===== config.mk =====
export PLATFORM = sky130hd
export DESIGN_NAME = hapara_icap_stream_feeder
export DESIGN_NICKNAME = d
export VERILOG_FILES = /design/src/rtl/hapara_icap_stream_feeder_pkg.sv /design/src/rtl/hapara_icap_fifo.sv /design/src/rtl/hapara_icap_stream_feeder.sv
export SDC_FILE = /design/constraint.sdc
export NUM_CORES = 1
export LEC_CHECK = 0
export CAP_MARGIN = 5
export CORE_ASPECT_RATIO = 0.8
export CORE_MARGIN = 1.5
export CORE_UTILIZATION = 50
export CTS_CLUSTER_SIZE = 14
export DETAILED_ROUTE_END_ITERATION = 6
export HOLD_SLACK_MARGIN = 0.1
export PLACE_DENSITY = 0.69
export SLEW_MARGIN = 20
export SYNTH_ARGS = -nofsm -noshare
export SYNTH_HDL_FRONTEND = slang
export SYNTH_SLANG_ARGS = --single-unit

===== constraint.sdc =====
create_clock -name clk -period 6.95 [get_ports clk]
set_input_delay 1.39 -clock clk [delete_from_list [all_inputs] [get_ports clk]]
set_output_delay 1.39 -clock clk [all_outputs]
set_load 0.01 [all_outputs]

===== src/rtl/hapara_icap_stream_feeder_pkg.sv =====
// Shared state encoding, ICAP word geometry and the per-byte bit reversal
// used by the ICAP stream feeder.
package hapara_icap_stream_feeder_pkg;

    typedef enum logic [1:0] {
        ST_IDLE  = 2'd0,
        ST_RUN   = 2'd1,
        ST_FLUSH = 2'd2,
        ST_DONE  = 2'd3
    } feeder_state_e;

    localparam int ICAP_WIDTH      = 32;
    localparam int BYTE_ADDR_SHIFT = 2;

    // ICAP X32 ordering: reverse the bit order inside every byte, byte order kept.
    function automatic logic [ICAP_WIDTH-1:0] bitswap_bytes(input logic [ICAP_WIDTH-1:0] w);
        logic [ICAP_WIDTH-1:0] r;
        r = '0;
        for (int b = 0; b < ICAP_WIDTH / 8; b++) begin
            for (int i = 0; i < 8; i++) begin
                r[8*b+i] = w[8*b+7-i];
            end
        end
        return r;
    endfunction

endpackage


===== src/rtl/hapara_icap_fifo.sv =====
// Synchronous fall-through FIFO buffering bitstream words between the
// stream input and the ICAP write side; clear_i empties it in one cycle.
module hapara_icap_fifo #(
    parameter int DATA_WIDTH = 32,
    parameter int DEPTH      = 16
) (
    input  logic                  clk,
    input  logic                  rst,
    input  logic                  clear_i,
    input  logic                  push_i,
    input  logic [DATA_WIDTH-1:0] data_i,
    input  logic                  pop_i,
    output logic [DATA_WIDTH-1:0] data_o,
    output logic                  full_o,
    output logic                  empty_o
);
    localparam int AW = $clog2(DEPTH);

    logic [DATA_WIDTH-1:0] mem_q [DEPTH];
    logic [AW-1:0]         wr_ptr_q;
    logic [AW-1:0]         rd_ptr_q;
    logic [AW:0]           count_q;
    logic                  do_push;
    logic                  do_pop;

    assign full_o  = (count_q == (AW+1)'(DEPTH));
    assign empty_o = (count_q == '0);
    assign do_push = push_i & ~full_o;
    assign do_pop  = pop_i & ~empty_o;
    assign data_o  = mem_q[rd_ptr_q];

    always_ff @(posedge clk) begin
        if (!rst || clear_i) begin
            wr_ptr_q <= '0;
            rd_ptr_q <= '0;
            count_q  <= '0;
        end else begin
            if (do_push) wr_ptr_q <= wr_ptr_q + 1'b1;
            if (do_pop)  rd_ptr_q <= rd_ptr_q + 1'b1;
            count_q <= count_q + {{AW{1'b0}}, do_push} - {{AW{1'b0}}, do_pop};
        end
    end

    // Storage is not reset: only words below count_q are ever read.
    always_ff @(posedge clk) begin
        if (do_push) mem_q[wr_ptr_q] <= data_i;
    end

endmodule


===== src/rtl/hapara_icap_stream_feeder.sv =====
// Replays a buffered 32-bit bitstream stream as paced ICAP burst-port word
// writes, with length/tlast checking, abort and done/error reporting.
module hapara_icap_stream_feeder
    import hapara_icap_stream_feeder_pkg::*;
#(
    parameter int DATA_WIDTH = 32,
    parameter int FIFO_DEPTH = 16,
    parameter int LEN_WIDTH  = 24,
    parameter bit BITSWAP    = 1'b1,
    parameter int WR_GAP     = 0
) (
    input  logic                    clk,
    input  logic                    rst,
    input  logic                    start,
    input  logic [LEN_WIDTH-1:0]    len_words,
    input  logic                    abort,
    input  logic [DATA_WIDTH-1:0]   s_tdata,
    input  logic                    s_tvalid,
    input  logic                    s_tlast,
    output logic                    s_tready,
    output logic                    icap_en,
    output logic [DATA_WIDTH/8-1:0] icap_we,
    output logic [DATA_WIDTH-1:0]   icap_addr,
    output logic [DATA_WIDTH-1:0]   icap_din,
    output logic                    busy,
    output logic                    done,
    output logic                    err,
    output logic [LEN_WIDTH-1:0]    words_sent
);
    localparam int               GAP_W    = (WR_GAP > 0) ? $clog2(WR_GAP + 1) : 1;
    localparam logic [GAP_W-1:0] GAP_LOAD = GAP_W'(WR_GAP);

    feeder_state_e           state_q;
    logic [LEN_WIDTH-1:0]    len_q;
    logic [LEN_WIDTH-1:0]    rx_count_q;
    logic [LEN_WIDTH-1:0]    words_sent_q;
    logic [GAP_W-1:0]        gap_q;
    logic                    rx_stop_q;
    logic                    err_q;
    logic                    busy_q;
    logic                    done_q;
    logic                    icap_en_q;
    logic [DATA_WIDTH/8-1:0] icap_we_q;
    logic [DATA_WIDTH-1:0]   icap_addr_q;
    logic [DATA_WIDTH-1:0]   icap_din_q;

    logic                  running;
    logic                  push;
    logic                  pop;
    logic                  fifo_clear;
    logic                  fifo_full;
    logic                  fifo_empty;
    logic [DATA_WIDTH-1:0] fifo_dout;
    logic                  rx_last;
    logic                  all_written;

    // Handshake: a word moves when s_tvalid & s_tready at a rising edge. Ready is
    // also withheld during an abort cycle so no accepted word is silently dropped.
    assign running     = (state_q == ST_RUN);
    assign s_tready    = running & ~abort & ~fifo_full & (rx_count_q < len_q) & ~rx_stop_q;
    assign push        = s_tvalid & s_tready;
    assign pop         = running & ~abort & ~fifo_empty & (gap_q == '0);
    assign fifo_clear  = ~running | abort;
    assign rx_last     = (rx_count_q == len_q - 1'b1);
    assign all_written = (words_sent_q == rx_count_q) & ((rx_count_q == len_q) | rx_stop_q);

    hapara_icap_fifo #(
        .DATA_WIDTH (DATA_WIDTH),
        .DEPTH      (FIFO_DEPTH)
    ) u_fifo (
        .clk     (clk),
        .rst     (rst),
        .clear_i (fifo_clear),
        .push_i  (push),
        .data_i  (s_tdata),
        .pop_i   (pop),
        .data_o  (fifo_dout),
        .full_o  (fifo_full),
        .empty_o (fifo_empty)
    );

    always_ff @(posedge clk) begin
        if (!rst) begin
            state_q      <= ST_IDLE;
            len_q        <= '0;
            rx_count_q   <= '0;
            words_sent_q <= '0;
            gap_q        <= '0;
            rx_stop_q    <= 1'b0;
            err_q        <= 1'b0;
            busy_q       <= 1'b0;
            done_q       <= 1'b0;
            icap_en_q    <= 1'b0;
            icap_we_q    <= '0;
            icap_addr_q  <= '0;
            icap_din_q   <= '0;
        end else begin
            icap_en_q <= 1'b0;
            icap_we_q <= '0;
            done_q    <= 1'b0;
            case (state_q)
                ST_IDLE: begin
                    if (start) begin
                        len_q        <= len_words;
                        rx_count_q   <= '0;
                        words_sent_q <= '0;
                        rx_stop_q    <= 1'b0;
                        gap_q        <= '0;
                        if (len_words != '0) begin
                            state_q <= ST_RUN;
                            busy_q  <= 1'b1;
                            err_q   <= 1'b0;
                        end else begin
                            state_q <= ST_DONE;
                            done_q  <= 1'b1;
                            err_q   <= 1'b1;
                        end
                    end
                end
                ST_RUN: begin
                    if (abort) begin
                        state_q <= ST_FLUSH;
                        err_q   <= 1'b1;
                    end else begin
                        if (push) begin
                            rx_count_q <= rx_count_q + 1'b1;
                            if (s_tlast && !rx_last) begin
                                err_q     <= 1'b1;
                                rx_stop_q <= 1'b1;
                            end
                            if (rx_last && !s_tlast) err_q <= 1'b1;
                        end
                        if (pop) begin
                            icap_en_q    <= 1'b1;
                            icap_we_q    <= '1;
                            icap_addr_q  <= DATA_WIDTH'(words_sent_q) << BYTE_ADDR_SHIFT;
                            icap_din_q   <= BITSWAP ? bitswap_bytes(fifo_dout) : fifo_dout;
                            words_sent_q <= words_sent_q + 1'b1;
                            gap_q        <= GAP_LOAD;
                        end else if (gap_q != '0) begin
                            gap_q <= gap_q - 1'b1;
                        end
                        // Nothing can be pushed or popped once this holds.
                        if (all_written) begin
                            state_q <= ST_DONE;
                            busy_q  <= 1'b0;
                            done_q  <= 1'b1;
                        end
                    end
                end
                ST_FLUSH: begin
                    state_q <= ST_DONE;
                    busy_q  <= 1'b0;
                    done_q  <= 1'b1;
                end
                default: begin
                    state_q <= ST_IDLE;
                end
            endcase
        end
    end

    assign icap_en    = icap_en_q;
    assign icap_we    = icap_we_q;
    assign icap_addr  = icap_addr_q;
    assign icap_din   = icap_din_q;
    assign busy       = busy_q;
    assign done       = done_q;
    assign err        = err_q;
    assign words_sent = words_sent_q;

endmodule


==> flow_summary.toml <==
[outcome]
status = "complete, no violations"

[clock_tree]
clk_pin_slew_ns = 0.06
cts.hold.buffers_added = 0
cts_setup_buffers = 0
clockBufferDepth = 3
clock_sinks = 660
cts.repair.resized = 0
numCtsBuffers = 66
cts_tree = "done"
cts_max_level = 3
root_buffer = "clkbuf_16"
clk_latency_ns = 0.61

[place]
io_buffers = 150
placed_cells = 2503
gp_congestion = 0.895
dp_hpwl_mm = 38.1

[floorplan]
die_area_um2 = 55800
pin_count = 159
initial_core_util_pct = 50.5
die_w_um = 264
rows = 76
core_area_um2 = 53800
chipHeight_um = 212

[pwr]
p_leak_nw = 9.83
vdd_ir_drop_max_v = 0.000226
clockPowerShare_pct = 41.1
power_frac_comb_pct = 8.8
internal_power_mw = 6.68
switching_power_mw = 2.05
p_per_area_nw_per_um2 = 277
swShare_pct = 23.5
seqPwrFrac_pct = 50.1
fin_total_pwr_mw = 8.73

[logic_synthesis]
syn-instance-count = 1746
synth_ff_type = "edfxtp_1"
syn_area_um2 = 27200
synth-edff-count = 512
ys_ff_latch = 660
synth_cell_types = 60
seq_area_frac_synth_pct = 67.4
yosys_warnings = 0
synth_async_sr_flop_share_pct = 0
syn_area_per_cell_um2 = 15.6

[timing]
setup_viol = 0
post-route-period-util_pct = 76.2
grt_setup_unrepaired = "no"
post-route-min-period_ns = 5.30
finalMaxSlewViolations = 0
fin_skew_ns = 0.0258
slew_headroom_pct = 27.5
tightest_slew_ns = 1.08
fin_setup_tns_ns = 0
clock.fmax_mhz = 189
finalHoldViolations = 0
hold_ws_ns = 0.452

[worst_setup_path]
endpoint_kind = "primary output"
required_ns = 5.56
criticalPathCategory = "in2out"
cp-start-kind = "primary input"
worst-path-max-fanout = 11
cp_data_arrival_time_ns = 3.91

[grt]
grt_pass1_wl_mm = 93.6
grt_max_degree = 91
grt_pass1_vias = 15300
grt.total_usage_pct = 22.4
antenna_found_initial = 0
gr-total-overflow = 0

[cells_and_area]
final_net_count = 1975
register_area_um2 = 18400
post-route-util_pct = 58.5
fin_cells = 2624
area_growth_pct = 15.8
diodes = 0
final.fill_count = 4022
multi_input_area_um2 = 8260
layout-drive-gt1-share_pct = 15.8

[hold_path]
hold_class = "reg2reg"

[detailed_routing]
wirelength_mm = 61.9
drt_pass1_iterations = 5
vias_per_cell = 5.98
antenna_left = 0
drc = 0
wl_per_cell_um = 23.6
vias = 15700
drt_iter0_drc = 1572

[run]
max_cap_viol_count = 0
-- worst max-delay path: stages --
cell and delay, ns:
clkdlybuf4s50_1 0.45, nand2b_1 0.22, or3_1 0.35, a41oi_1 0.25
and4b_1 0.46, and2_1 0.23, clkdlybuf4s50_1 0.55
-- final cells by class --
class / instances / share of cell area (%)
Timing Repair Buffer: 162 / 5.20
Tap cell: 702 / 2.79
Sequential cell: 660 / 58.3
Clock inverter: 37 / 1.28
Clock buffer: 84 / 5.65
Multi-Input combinational cell: 930 / 26.2
Inverter: 49 / 0.588
-- power by group through the flow --
| stage | clock network (mW) | logic (mW) | registers, mW |
|---|---|---|---|
| 5_1_grt | 3.80 | 0.841 | 4.38 |
| 4_1_cts | 3.65 | 0.752 | 4.37 |
| 3_5_place_dp | 0 | 0.746 | 4.46 |
| 3_3_place_gp | 0 | 0.723 | 4.46 |
| 6_report | 3.59 | 0.764 | 4.37 |
| 2_1_floorplan | 0 | 0.507 | 4.43 |
-- cell families (layout without fill, tap and decap cells) --
group	after synthesis	in the layout	share of synthesized area, %
adder cells (fa/ha/maj)	44	44	2.05
flip-flops	660	660	67.4
XOR/XNOR	80	80	2.58
multiplexers	170	170	13.6
AND/OR/NAND/NOR	442	442	7.86
buffers and inverters	163	332	2.49
AO/OA/AOI/OAI	186	186	3.97
other	1	8	0.0138
-- synthesized netlist by cell type, types with 9 or more instances --
cell / number / share of area, %
nand2b_1: 10 / 0.23
a21oi_1: 114 / 2.1
dfxtp_1: 148 / 11
nor3_1: 18 / 0.33
nor2_1: 59 / 0.81
nor4_1: 18 / 0.41
buf_1: 20 / 0.28
or4_1: 11 / 0.30
and3_1: 18 / 0.41
nand3_1: 35 / 0.64
inv_1: 49 / 0.68
xnor2_1: 43 / 1.4
nand4_1: 31 / 0.71
nand2_1: 197 / 2.7
xor2_1: 37 / 1.2
nor2b_1: 9 / 0.21
clkbuf_1: 76 / 1.0
o21ai_0: 22 / 0.40
mux4_2: 160 / 13
ha_1: 43 / 2.0
mux2i_1: 10 / 0.37
edfxtp_1: 512 / 57
or3_1: 12 / 0.28
buf_4: 12 / 0.33
-- registers in the layout, indices dropped and copies added, names as in the netlist, 2 cells and up --
register         cells
u_fifo.mem_q       512
icap_din            32
icap_addr           24
len_q               24
rx_count_q          24
words_sent          24
u_fifo.count_q       5
u_fifo.rd_ptr_q      4
u_fifo.wr_ptr_q      4
state_q              2
-- path summary, 6_finish.rpt --
check | startpoint | end | slack [ns] | depth (start not counted)
max | abort | s_tready | 1.65 | 7
min | icap_addr[11] | icap_addr[11] | 0.45 | 2
max reg2reg | state_q[1] | u_fifo.mem_q[3][27] | 2.44 | 9
min reg2reg | icap_addr[11] | icap_addr[11] | 0.45 | 2
-- layer usage --
metal  track usage (%)  part of all wire (%)
met3              4.68                   7.5
met4              5.49                   1.7
met2              33.3                    45
met1              34.2                    46
met5                 0                     0
-- placed cells by master, fill, tap and decap left out, drive strengths merged, types with 6 or more instances in the layout --
cell,n
dfxtp,148
o211ai,7
nor3,19
or4,12
o31ai,8
xor2,37
nand4,31
nor2,59
clkbuf,84
and3,18
xnor2,43
o311ai,6
clkdlybuf4s50,150
nor4,19
buf,12
ha,43
edfxtp,512
nand3,35
or3,12
a21oi,114
nand2b,10
clkinvlp,6
nand2,197
inv,51
mux4,160
clkinv,22
mux2i,10
nor2b,9
conb,8
o21ai,22
bufinv,7
-- metrics by stage --
stage | area, um2 | setup WS (ns)
6_report | 31500 | 1.65
5_1_grt | 31500 | 1.54
4_1_cts | 31500 | 1.67
3_5_place_dp | 29300 | 1.59
3_3_place_gp | 29300 | 1.76
2_1_floorplan | 27200 | 1.68
Power figures use the tool's default switching activity.
